**src/rtl/pipeline_hazard_ctrl_pkg.sv**
```systemverilog
//==============================================================================
// Package : pipeline_hazard_ctrl_pkg
// Brief   : Shared encodings and defaults for the pipeline hazard sequencer.
// Rev     : 1.0  initial release
//==============================================================================
`default_nettype none

package pipeline_hazard_ctrl_pkg;

    typedef enum logic [0:0] {
        HZ_RUN     = 1'b0,
        HZ_MD_BUSY = 1'b1
    } hz_state_e;

    localparam logic [4:0] REG_ZERO      = 5'd0;
    localparam int         MD_CYCLES_DEF = 32;
    localparam int         CNT_W_DEF     = 6;

    // A register read matches a producer only when the read is real and the
    // destination is not the hard-wired zero register.
    function automatic logic reg_match(input logic       uses,
                                       input logic [4:0] src,
                                       input logic [4:0] dst);
        return uses && (dst != REG_ZERO) && (src == dst);
    endfunction

endpackage

`default_nettype wire

```
**src/rtl/md_busy_timer.sv**
```systemverilog
//==============================================================================
// Module : md_busy_timer
// Brief  : RUN/MD_BUSY sequencer and down-counter for the multi-cycle mult/div.
// Rev    : 1.0  initial release
//==============================================================================
`default_nettype none

module md_busy_timer
    import pipeline_hazard_ctrl_pkg::*;
#(
    parameter int MD_CYCLES = MD_CYCLES_DEF,
    parameter int CNT_W     = CNT_W_DEF
) (
    input  logic clk,
    input  logic rst_n,
    input  logic i_start,
    output logic o_busy,
    output logic o_done
);

    localparam logic [CNT_W-1:0] c_RELOAD = CNT_W'(MD_CYCLES - 1);
    localparam logic [CNT_W-1:0] c_ONE    = CNT_W'(1);

    hz_state_e        r_state_q, w_state_d;
    logic [CNT_W-1:0] r_cnt_q,   w_cnt_d;
    logic             r_done_q,  w_done_d;

    always_ff @(posedge clk or negedge rst_n) begin
        if (!rst_n) begin
            r_state_q <= HZ_RUN;
            r_cnt_q   <= '0;
            r_done_q  <= 1'b0;
        end else begin
            r_state_q <= w_state_d;
            r_cnt_q   <= w_cnt_d;
            r_done_q  <= w_done_d;
        end
    end

    // A start while busy is dropped on purpose: the counter keeps the
    // operation already in flight.
    always_comb begin
        w_state_d = r_state_q;
        w_cnt_d   = r_cnt_q;
        w_done_d  = 1'b0;
        case (r_state_q)
            HZ_RUN: begin
                if (i_start) begin
                    w_state_d = HZ_MD_BUSY;
                    w_cnt_d   = c_RELOAD;
                end
            end
            HZ_MD_BUSY: begin
                if (r_cnt_q != '0) begin
                    w_cnt_d = r_cnt_q - c_ONE;
                end else begin
                    w_done_d  = 1'b1;
                    w_state_d = HZ_RUN;
                end
            end
            default: w_state_d = HZ_RUN;
        endcase
    end

    assign o_busy = (r_state_q == HZ_MD_BUSY);
    assign o_done = r_done_q;

`ifndef SYNTHESIS
    a_no_start_while_busy: assert property (
        @(posedge clk) disable iff (!rst_n) !((r_state_q == HZ_MD_BUSY) && i_start)
    );
`endif

endmodule

`default_nettype wire

```
**src/rtl/pipeline_hazard_ctrl.sv**
```systemverilog
//==============================================================================
// Module : pipeline_hazard_ctrl
// Brief  : Per-cycle advance/hold/flush decision for the 5-stage pipeline.
// Config : define HAZARD_PERF_EN to add load/md stall and flush cycle counters.
// Rev    : 1.0  initial release
//==============================================================================
`default_nettype none

module pipeline_hazard_ctrl
    import pipeline_hazard_ctrl_pkg::*;
#(
    parameter int MD_CYCLES = MD_CYCLES_DEF,
    parameter int CNT_W     = CNT_W_DEF
) (
    input  logic        clk,
    input  logic        rst_n,
    input  logic [4:0]  IF_ID_rs,
    input  logic [4:0]  IF_ID_rt,
    input  logic        id_uses_rs,
    input  logic        id_uses_rt,
    input  logic        id_uses_hilo,
    input  logic        id_is_md,
    input  logic        ID_Ex_MemRead,
    input  logic [4:0]  ID_Ex_rt,
    input  logic        ex_md_start,
    input  logic        ex_branch_taken,
    output logic        PC_Wr,
    output logic        IF_ID_Wr,
    output logic        IF_ID_Flush,
    output logic        ID_Ex_Flush,
    output logic        md_busy,
    output logic        md_done
`ifdef HAZARD_PERF_EN
    ,
    output logic [31:0] load_stall_cnt,
    output logic [31:0] md_stall_cnt,
    output logic [31:0] flush_cnt
`endif
);

    logic w_load_hz;
    logic w_md_hz;

    md_busy_timer #(
        .MD_CYCLES (MD_CYCLES),
        .CNT_W     (CNT_W)
    ) u_md_busy_timer (
        .clk     (clk),
        .rst_n   (rst_n),
        .i_start (ex_md_start),
        .o_busy  (md_busy),
        .o_done  (md_done)
    );

    assign w_load_hz = ID_Ex_MemRead &&
                       (reg_match(id_uses_rs, IF_ID_rs, ID_Ex_rt) ||
                        reg_match(id_uses_rt, IF_ID_rt, ID_Ex_rt));
    assign w_md_hz   = md_busy && (id_uses_hilo || id_is_md);

    // A taken branch beats any stall: the stalled instruction is wrong-path.
    always_comb begin
        PC_Wr       = 1'b1;
        IF_ID_Wr    = 1'b1;
        IF_ID_Flush = 1'b0;
        ID_Ex_Flush = 1'b0;
        if (ex_branch_taken) begin
            IF_ID_Flush = 1'b1;
            ID_Ex_Flush = 1'b1;
        end else if (w_load_hz || w_md_hz) begin
            PC_Wr       = 1'b0;
            IF_ID_Wr    = 1'b0;
            ID_Ex_Flush = 1'b1;
        end
    end

`ifdef HAZARD_PERF_EN
    logic [31:0] r_load_cnt_q,  w_load_cnt_d;
    logic [31:0] r_md_cnt_q,    w_md_cnt_d;
    logic [31:0] r_flush_cnt_q, w_flush_cnt_d;

    always_ff @(posedge clk or negedge rst_n) begin
        if (!rst_n) begin
            r_load_cnt_q  <= '0;
            r_md_cnt_q    <= '0;
            r_flush_cnt_q <= '0;
        end else begin
            r_load_cnt_q  <= w_load_cnt_d;
            r_md_cnt_q    <= w_md_cnt_d;
            r_flush_cnt_q <= w_flush_cnt_d;
        end
    end

    // Counters saturate rather than wrap so long runs stay meaningful.
    always_comb begin
        w_load_cnt_d  = r_load_cnt_q;
        w_md_cnt_d    = r_md_cnt_q;
        w_flush_cnt_d = r_flush_cnt_q;
        if (ex_branch_taken) begin
            if (r_flush_cnt_q != '1) w_flush_cnt_d = r_flush_cnt_q + 32'd1;
        end else begin
            if (w_load_hz && (r_load_cnt_q != '1)) w_load_cnt_d = r_load_cnt_q + 32'd1;
            if (w_md_hz   && (r_md_cnt_q   != '1)) w_md_cnt_d   = r_md_cnt_q   + 32'd1;
        end
    end

    assign load_stall_cnt = r_load_cnt_q;
    assign md_stall_cnt   = r_md_cnt_q;
    assign flush_cnt      = r_flush_cnt_q;
`endif

endmodule

`default_nettype wire

```
**config.mk**
```make
export PLATFORM = sky130hd
export DESIGN_NAME = pipeline_hazard_ctrl
export DESIGN_NICKNAME = d
export VERILOG_FILES = /design/src/rtl/pipeline_hazard_ctrl_pkg.sv /design/src/rtl/md_busy_timer.sv /design/src/rtl/pipeline_hazard_ctrl.sv
export SDC_FILE = /design/constraint.sdc
export NUM_CORES = 1
export LEC_CHECK = 0
export ABC_AREA = 1
export ABC_CLOCK_PERIOD_IN_PS = 1380
export BUFFER_PORTS_ARGS = -buffer_cell sky130_fd_sc_hd__buf_2
export CAP_MARGIN = 20
export CORE_MARGIN = 2
export CORE_UTILIZATION = 42
export CTS_CLUSTER_DIAMETER = 100
export CTS_CLUSTER_SIZE = 25
export DETAILED_ROUTE_END_ITERATION = 8
export PLACE_DENSITY = 0.74
export REMOVE_ABC_BUFFERS = 1
export SLEW_MARGIN = 5
export SYNTH_ARGS = -nofsm -noshare
export SYNTH_HDL_FRONTEND = slang
export SYNTH_HIERARCHICAL = 1
export SYNTH_SLANG_ARGS = --single-unit
```
**constraint.sdc**
```tcl
create_clock -name clk -period 1.38 [get_ports clk]
set_input_delay 0.138 -clock clk [delete_from_list [all_inputs] [get_ports clk]]
set_output_delay 0.138 -clock clk [all_outputs]
set_load 0.01 [all_outputs]
```
After elaboration in Yosys (flattened, before gate mapping)
Index checks and enable logic that the tools add are counted.
W data, S select, Z words.
{"block": "word_totals", "reg_bits": 8, "inputBits": 24, "elab_cells": 34}
{"block": "op_classes", "n_addsub": 1, "eq_ne": 4, "muxes": 13, "bitwise_logic": 1, "reduce_logical": 12}
{"cell": "$mux W6", "count": 2}
{"cell": "$pmux W6 S2", "count": 1}
{"cell": "$eq A5 B5 Y1", "count": 2}
{"cell": "$mux W1", "count": 9}
{"cell": "$logic_and A1 B1 Y1", "count": 6}
{"cell": "$reduce_bool A6 Y1", "count": 1}
{"cell": "$sub A6 B1 Y6 const B", "count": 1}
{"cell": "$reduce_bool A5 Y1", "count": 1}
{"cell": "$ne A2 B2 Y1 const B", "count": 2}
{"cell": "$logic_or A1 B1 Y1", "count": 3}
{"cell": "$pmux W1 S2", "count": 1}
{"cell": "$reduce_and A2 Y1", "count": 1}
{"cell": "$not A1 Y1", "count": 1}

Logic depth before layout (Yosys ltp)
Gate-level depths: netlist of the first run.
{"block": "logic_depth", "ltp_word": 8, "mapped_depth": 10}

Hierarchy
The synthesis of the first run kept the hierarchy.
{"module": "md_busy_timer", "instances": 1, "cells_each": 56, "area_each_um2": 461.7, "seq_area_each_um2": 200.2}
{"module": "pipeline_hazard_ctrl", "instances": 1, "cells_each": 64, "area_each_um2": 262.8, "seq_area_each_um2": 0.0}

Worst setup path after synthesis of the first run
OpenSTA, ideal clock, no wires.
{"block": "synth_timing", "path_type": "flip-flop to flip-flop", "from": "register u_md_busy_timer.r_cnt_q[0]", "to": "register u_md_busy_timer.r_cnt_q[0]", "t_arrival_ps": 1213, "setup_slack_ps": 45, "path_stages_with_launch": 9, "n_path_buf": 1, "period_less_slack_ps": 1335, "path_cell_list": "dfrtp_1 > inv_1 > ha_1 > nand3_4 > nor2_2 > nor2_2 > buf_6 > nand2_1 > o21ai_2"}
{"block": "synth_between", "elab_chain_len": 3, "elab_cells_between_ends": 6, "classes_between": "1 x add/sub; 1 x eq/ne; 2 x mux; 2 x reduce/logical"}
{"element": "from (decl)", "line_no": "md_busy_timer.sv:25", "text": "logic [CNT_W-1:0] r_cnt_q, w_cnt_d;"}
{"element": "from (signal assigned)", "line_no": "md_busy_timer.sv:35", "text": "r_cnt_q <= w_cnt_d;"}
{"element": "$sub A6 B1 Y6 / $reduce_bool A6 Y1 (equally long branches)", "line_no": "md_busy_timer.sv:55, md_busy_timer.sv:54"}
{"element": "$mux W6 / $ne A2 B2 Y1 (equally long branches)"}
{"element": "$pmux W6 S2 / $reduce_and A2 Y1 (equally long branches)"}
Parallel ways exist; a longest one is shown, timed or not. The select of a mux whose other input is x is not followed.
A chain may end at the register's enable or synchronous reset.

Worst setup path after layout of the first run
{"block": "layout_timing", "from": "register u_md_busy_timer.r_cnt_q[1]", "to": "register u_md_busy_timer.r_cnt_q[4]"}
The elaborated chain is that of the path after synthesis.

==> impl_metrics.json, run 1 <==
{
  "outcome": "finished, final reports clean",
  "p_int_uw": 837,
  "hold_viol": 0,
  "io_pins": 30,
  "path_max_fanout": 9,
  "leakagePower_uw": 0.000590,
  "post-route-util_pct": 56.4,
  "cap_violations": 0,
  "synth_cell_types": 17,
  "cts_root_buffer": "clkbuf_4",
  "slew_violations": 0,
  "r2r_end": "u_md_busy_timer/r_cnt_q[4]",
  "cts_tree": "built",
  "switching_share_pct": 43.7,
  "finalInstanceArea_um2": 942,
  "cts_buffers": 3,
  "min_path_type": "in -> async",
  "antenna_found_initial": 0,
  "drt-total-wl_mm": 1.48,
  "cts.path.max_buffers": 2,
  "final_net_count": 183,
  "synth_cells": 120,
  "timing.final.crit_period_ns": 1.30,
  "synth-xor-area-share_pct": 0,
  "grt_start_max_net_pins": 10,
  "yosysWarnings": 6,
  "grt-ovfl-total": 0,
  "die_w_um": 45.5,
  "place_congestion": 0.825,
  "die_area_um2": 2070,
  "synth_top_family_by_area": "simple AND/OR/NAND/NOR gates",
  "syn-cell-area_um2": 724,
  "detail_route.first_pass.iterations": 4,
  "avgViaCountPerCell": 4.67,
  "dp.final_hpwl_mm": 1.23,
  "syn_to_final_growth_pct": 30.1,
  "synth-seq-area-share_pct": 27.6,
  "initial_core_util_pct": 43.4,
  "core_area_um2": 1670,
  "clock_skew_ns": 0.000810,
  "rr_startpoint": "u_md_busy_timer/r_cnt_q[1]",
  "grt_pass1_wl_mm": 2.42,
  "synth_simple_gate_area_share_pct": 46.6,
  "worstSkewPairLatency_ns": 0.25,
  "max_slew_margin_pct": 86.6,
  "clk_pin_slew_ns": 0.05,
  "portBuffers": 29,
  "ant_nets": 0,
  "p_comb_share_pct": 59.5,
  "wire_per_inst_um": 8.62,
  "die_y_um": 45.5,
  "antenna_cells": 0,
  "cp.arrival_ns": 1.43,
  "rsz0062_at_grt": "no",
  "tightest_slew_ns": 0.200,
  "track_usage_pct": 15.7,
  "fin_crit_sh_pct": 94.0,
  "p_switching_uw": 649,
  "drc": 0,
  "worst_setup_path_start_kind": "flop",
  "syn-mean-instance-area_um2": 6.04,
  "cts.sinks": 8,
  "layout-drive-gt1-share_pct": 35.5,
  "setup_viol": 0,
  "critPathCaptureType": "flop",
  "reg2reg_slack_ns": 0.08,
  "p_per_area_nw_per_um2": 1580,
  "fp-row-count": 15,
  "synthMuxAreaShare_pct": 0,
  "irDropWorstVdd_mv": 0.588,
  "crit_type": "reg -> reg",
  "required_ns": 1.51,
  "vias": 803,
  "synthAdderAreaFrac_pct": 3.45,
  "ys_ff_latch": 8,
  "pwr-share-clk_pct": 11.7,
  "p_seq_share_pct": 28.8,
  "nFillCells": 155,
  "placed_area_um2": 895,
  "detail_route.iter0.violations": 10,
  "fmax_mhz": 771,
  "cts_max_level": 1,
  "worst_r2r_path_depth": 8,
  "grt_pass1_vias": 689,
  "synth_compound_area_share_pct": 6.22
}
## registers in the layout, summed over array words and instances, names as in the netlist
name,flops
u_md_busy_timer/r_cnt_q,6
u_md_busy_timer/o_done,1
u_md_busy_timer/o_busy,1
## worst max-delay path, cell delays in order, from the launching register on
cell     delay (ns)
dfrtp_1        0.39
inv_2          0.08
ha_2           0.19
nand3_4        0.08
nor2_4         0.12
nor2_2         0.05
buf_4          0.16
nand2_1        0.06
o21ai_1        0.06
## layer usage
layer / global-route usage [%] / share of wire, %
met1: 17.6 / 43
met2: 27.3 / 51
met3: 1.59 / 4.8
met4: 10.6 / 0.94
met5: 0 / 0
## cell usage in the layout (no fill, tap or decap)
| cell type | synthesis | layout |
|---|---|---|
| nand4_1 | 3 | 3 |
| nor2_4 | 0 | 1 |
| nand2_2 | 1 | 1 |
| ha_1 | 2 | 1 |
| buf_4 | 3 | 6 |
| o21ai_2 | 4 | 4 |
| buf_2 | 0 | 29 |
| o21ai_1 | 1 | 1 |
| ha_2 | 0 | 1 |
| nor2_1 | 11 | 11 |
| dfrtp_1 | 8 | 8 |
| o21ai_0 | 1 | 1 |
| nand3_1 | 9 | 9 |
| nor2_2 | 3 | 2 |
| inv_2 | 4 | 6 |
| dlygate4sd3_1 | 0 | 1 |
| or2_2 | 1 | 1 |
| inv_1 | 18 | 16 |
| nand3_4 | 1 | 1 |
| clkbuf_4 | 0 | 3 |
| nand2_1 | 49 | 49 |
## power by group through the flow
stage / Clock (uW) / Sequential, uW / Combinational [uW]
final: 174 / 428 / 884
after global routing: 187 / 438 / 1020
after CTS: 184 / 425 / 854
after detailed placement: 0 / 428 / 848
after global placement: 0 / 424 / 820
after floorplan: 0 / 431 / 577
## per-stage QoR
stage          setup slack (ns)  TNS [ns]  cells  power (uW)  hold WS [ns]
6_report                 0.0824         0    172        1490         0.257
5_1_grt                 0.00765         0    172        1640         0.291
4_1_cts                  0.0399         0    171        1460         0.250
3_5_place_dp             0.0507         0    167        1280       -0.0103
3_3_place_gp             0.0970         0    167        1240       -0.0110
2_1_floorplan           -0.0361   -0.0657    116        1010        -0.158
## cells in the mapped netlist
cell type / n / share of area, %
or2_2: 1 / 0.86
inv_2: 4 / 2.1
nor2_1: 11 / 5.7
ha_1: 2 / 3.5
nand2_2: 1 / 0.86
dfrtp_1: 8 / 28
inv_1: 18 / 9.3
buf_6: 1 / 1.6
nor2_2: 3 / 2.6
buf_4: 3 / 3.1
o21ai_2: 4 / 4.8
nand2_1: 49 / 25
nand4_1: 3 / 2.6
nand3_4: 1 / 2.4
o21ai_1: 1 / 0.69
nand3_1: 9 / 6.2
o21ai_0: 1 / 0.69
## layout make-up
class	instances	area, um2	area share [%]
Inverter	22	82.6	8.76
Clock buffer	3	22.5	2.39
Multi-Input combinational cell	86	415	44.1
Timing Repair Buffer	36	200	21.2
Sequential cell	8	200	21.2
Tap cell	17	21.3	2.26
## repair_timing
item | 4_1_cts | 5_1_grt
hold endpoints to repair | 8 | 0
gates resized for setup | 0 | 4
setup buffers | 0 | 1
endpoints found under the setup margin | 0 | 5
hold buffers | 1 | 0
## cell families (layout without fill, tap and decap cells)
logic type      Yosys count  after routing
compound gates            6              6
simple gates             78             78
flops                     8              8
fa+ha+maj                 2              2
buf+inv                  26             61
## worst max path at each step
stage	end	slack, ns	cells past startpoint	startpoint
floorplan	u_md_busy_timer/r_cnt_q[5]	-0.04	8	u_md_busy_timer/r_cnt_q[0]
global placement	u_md_busy_timer/r_cnt_q[4]	0.1	8	u_md_busy_timer/r_cnt_q[0]
detailed placement	u_md_busy_timer/r_cnt_q[4]	0.05	8	u_md_busy_timer/r_cnt_q[0]
CTS	u_md_busy_timer/r_cnt_q[4]	0.04	8	u_md_busy_timer/r_cnt_q[1]
global route	u_md_busy_timer/r_cnt_q[4]	0.008	8	u_md_busy_timer/r_cnt_q[1]
finish	u_md_busy_timer/r_cnt_q[4]	0.08	8	u_md_busy_timer/r_cnt_q[1]
No activity file was read; power rests on OpenSTA's default activity.
==> inputs of run 2 (changes only) <==
--- a/config.mk
+++ b/config.mk
@@ -7,16 +7,15 @@
 export LEC_CHECK = 0
 export ABC_AREA = 1
 export ABC_CLOCK_PERIOD_IN_PS = 1380
-export BUFFER_PORTS_ARGS = -buffer_cell sky130_fd_sc_hd__buf_2
 export CAP_MARGIN = 20
 export CORE_MARGIN = 2
-export CORE_UTILIZATION = 42
+export CORE_UTILIZATION = 54
 export CTS_CLUSTER_DIAMETER = 100
 export CTS_CLUSTER_SIZE = 25
 export DETAILED_ROUTE_END_ITERATION = 8
-export PLACE_DENSITY = 0.74
+export DONT_BUFFER_PORTS = 1
+export PLACE_DENSITY = 0.72
 export REMOVE_ABC_BUFFERS = 1
-export SLEW_MARGIN = 5
 export SYNTH_ARGS = -nofsm -noshare
 export SYNTH_HDL_FRONTEND = slang
 export SYNTH_HIERARCHICAL = 1
==> impl_metrics.json, run 2 (synthesized netlist as in run 1, its figures left out) <==
{
  "ant_nets": 0,
  "pre_cts_ws_ns": 0.0464,
  "detail_route.iter0.violations": 20,
  "die_area_um2": 1650,
  "nFillCells": 124,
  "crit_type": "reg -> reg",
  "largest_register_ffs": 6,
  "r2r_end": "u_md_busy_timer/r_cnt_q[2]",
  "cts.sinks": 8,
  "vias": 699,
  "leakagePower_uw": 0.000483,
  "finalNonFillerCells": 140,
  "antenna_cells": 0,
  "clock_skew_ns": 0.00151,
  "grt_pass1_wl_mm": 2.35,
  "hold_viol": 0,
  "irDropWorstVdd_mv": 0.585,
  "critPathCaptureType": "flop",
  "place_congestion": 0.722,
  "fin_crit_sh_pct": 95.0,
  "io_pins": 30,
  "grt_pass1_vias": 629,
  "die_y_um": 40.6,
  "final_cell_mix": "nand2_1 (48), inv_1 (18), nor2_1 (11)",
  "crit_path_end": "u_md_busy_timer/r_cnt_q[2]",
  "grt_start_max_net_pins": 9,
  "cts_setup_buffers": 0,
  "timing.final.crit_period_ns": 1.31,
  "core_area_um2": 1270,
  "cts_max_level": 1,
  "die_w_um": 40.6,
  "required_ns": 1.56,
  "initial_core_util_pct": 57.1,
  "rr_startpoint": "u_md_busy_timer/r_cnt_q[1]",
  "detail_route.first_pass.iterations": 4,
  "cts_tree": "built",
  "final_common_cell": "nand2_1",
  "hold_slack_ns": 0.241,
  "regMostFlops": "u_md_busy_timer/r_cnt_q",
  "drt-total-wl_mm": 1.44,
  "path_max_fanout": 4,
  "clk_pin_slew_ns": 0.05,
  "fmax_mhz": 763,
  "worst_r2r_path_depth": 7,
  "setup_viol": 0,
  "outcome": "finished, final reports clean",
  "track_usage_pct": 21.8,
  "slew_violations": 0,
  "antenna_found_initial": 0,
  "grt-ovfl-total": 0,
  "drc": 0,
  "dp.final_hpwl_mm": 1.20,
  "reg2reg_slack_ns": 0.07,
  "p_per_area_nw_per_um2": 1800,
  "wire_per_inst_um": 10.3,
  "fin_ws_ns": 0.0694,
  "min_path_type": "in -> async",
  "dp_cells": 136,
  "cp.arrival_ns": 1.49,
  "cap_violations": 0,
  "worst_setup_path_start_kind": "flop",
  "syn_to_final_growth_pct": 10.7,
  "avgViaCountPerCell": 4.99,
  "layout-drive-gt1-share_pct": 19.2,
  "portBuffers": 0,
  "rsz0062_at_grt": "yes",
  "cts_root_buffer": "clkbuf_4",
  "cp-startpoint": "u_md_busy_timer/r_cnt_q[1]",
  "cts.path.max_buffers": 2,
  "cts_buffers": 3,
  "tightest_slew_ns": 0.385,
  "worstSkewPairLatency_ns": 0.25,
  "fp-row-count": 13,
  "max_slew_margin_pct": 74.3,
  "final_net_count": 153
}
==> run 2: changes by cell type in the layout (fill, tap and decap cells not counted) <==
cell	delta
buf_2	-29
buf_4	-2
inv_1	+2
inv_2	-2
buf_12	+1
nand2_1	-1
nand2_2	+1
==> run 2: through the flow <==
step / util (%) / power, uW / setup TNS (ns) / instance area (um2)
final: 63.2 / 1440 / 0 / 802
after global routing: 63.2 / 1600 / -0.00614 / 802
after CTS: 62.4 / 1430 / 0 / 792
after detailed placement: 59.9 / 1240 / 0 / 759
after global placement: 59.9 / 1220 / 0 / 759
after floorplan: - / 1010 / -0.0657 / 691
==> run 2: what timing repair did <==
action / in CTS / in global routing
hold buffers: 1 / 0
endpoints found under the setup margin: 0 / 8
endpoints found under the hold margin: 8 / 0
gates resized for setup: 0 / 3
==> run 2: report_power, final <==
part	total (uW)	switching, uW	internal (uW)	leakage (uW)
sequential	432	86.9	345	0.0000943
combinational	834	472	363	0.000375
clock	179	79.0	99.5	0.0000138
total	1440	638	807	0.000483
==> run 2: worst max-delay path: stages (launching register included) <==
cell and delay (ns):
dfrtp_1 0.34, inv_1 0.06, buf_4 0.14, ha_1 0.22, or2_2 0.30, nand3_1 0.07
nand2_1 0.06, o21ai_2 0.05
==> run 2: per-layer routing <==
metal	up-vias	global-route usage, %	wire length (um)
li1	369	-	-
met1	305	21.0	570
met2	25	42.5	793
met3	0	5.43	76
met4	0	10.0	0
met5	-	0	0
==> run 2: worst min path at each step <==
stage,end,cells after the start,slack (ns),startpoint
floorplan,u_md_busy_timer/o_busy,0,-0.16,rst_n
global placement,u_md_busy_timer/r_cnt_q[4],0,-0.16,rst_n
detailed placement,u_md_busy_timer/o_busy,0,-0.16,rst_n
CTS,u_md_busy_timer/r_cnt_q[5],1,0.24,rst_n
global route,u_md_busy_timer/o_busy,3,0.24,ex_md_start
finish,u_md_busy_timer/r_cnt_q[5],1,0.24,rst_n
==> run 2: area by class of cell <==
class / count / area, um2 / area share, %
Timing Repair Buffer: 6 / 60.1 / 7.49
Clock buffer: 3 / 22.5 / 2.81
Sequential cell: 8 / 200 / 25.0
Tap cell: 15 / 18.8 / 2.34
Inverter: 22 / 82.6 / 10.3
Multi-Input combinational cell: 86 / 418 / 52.1
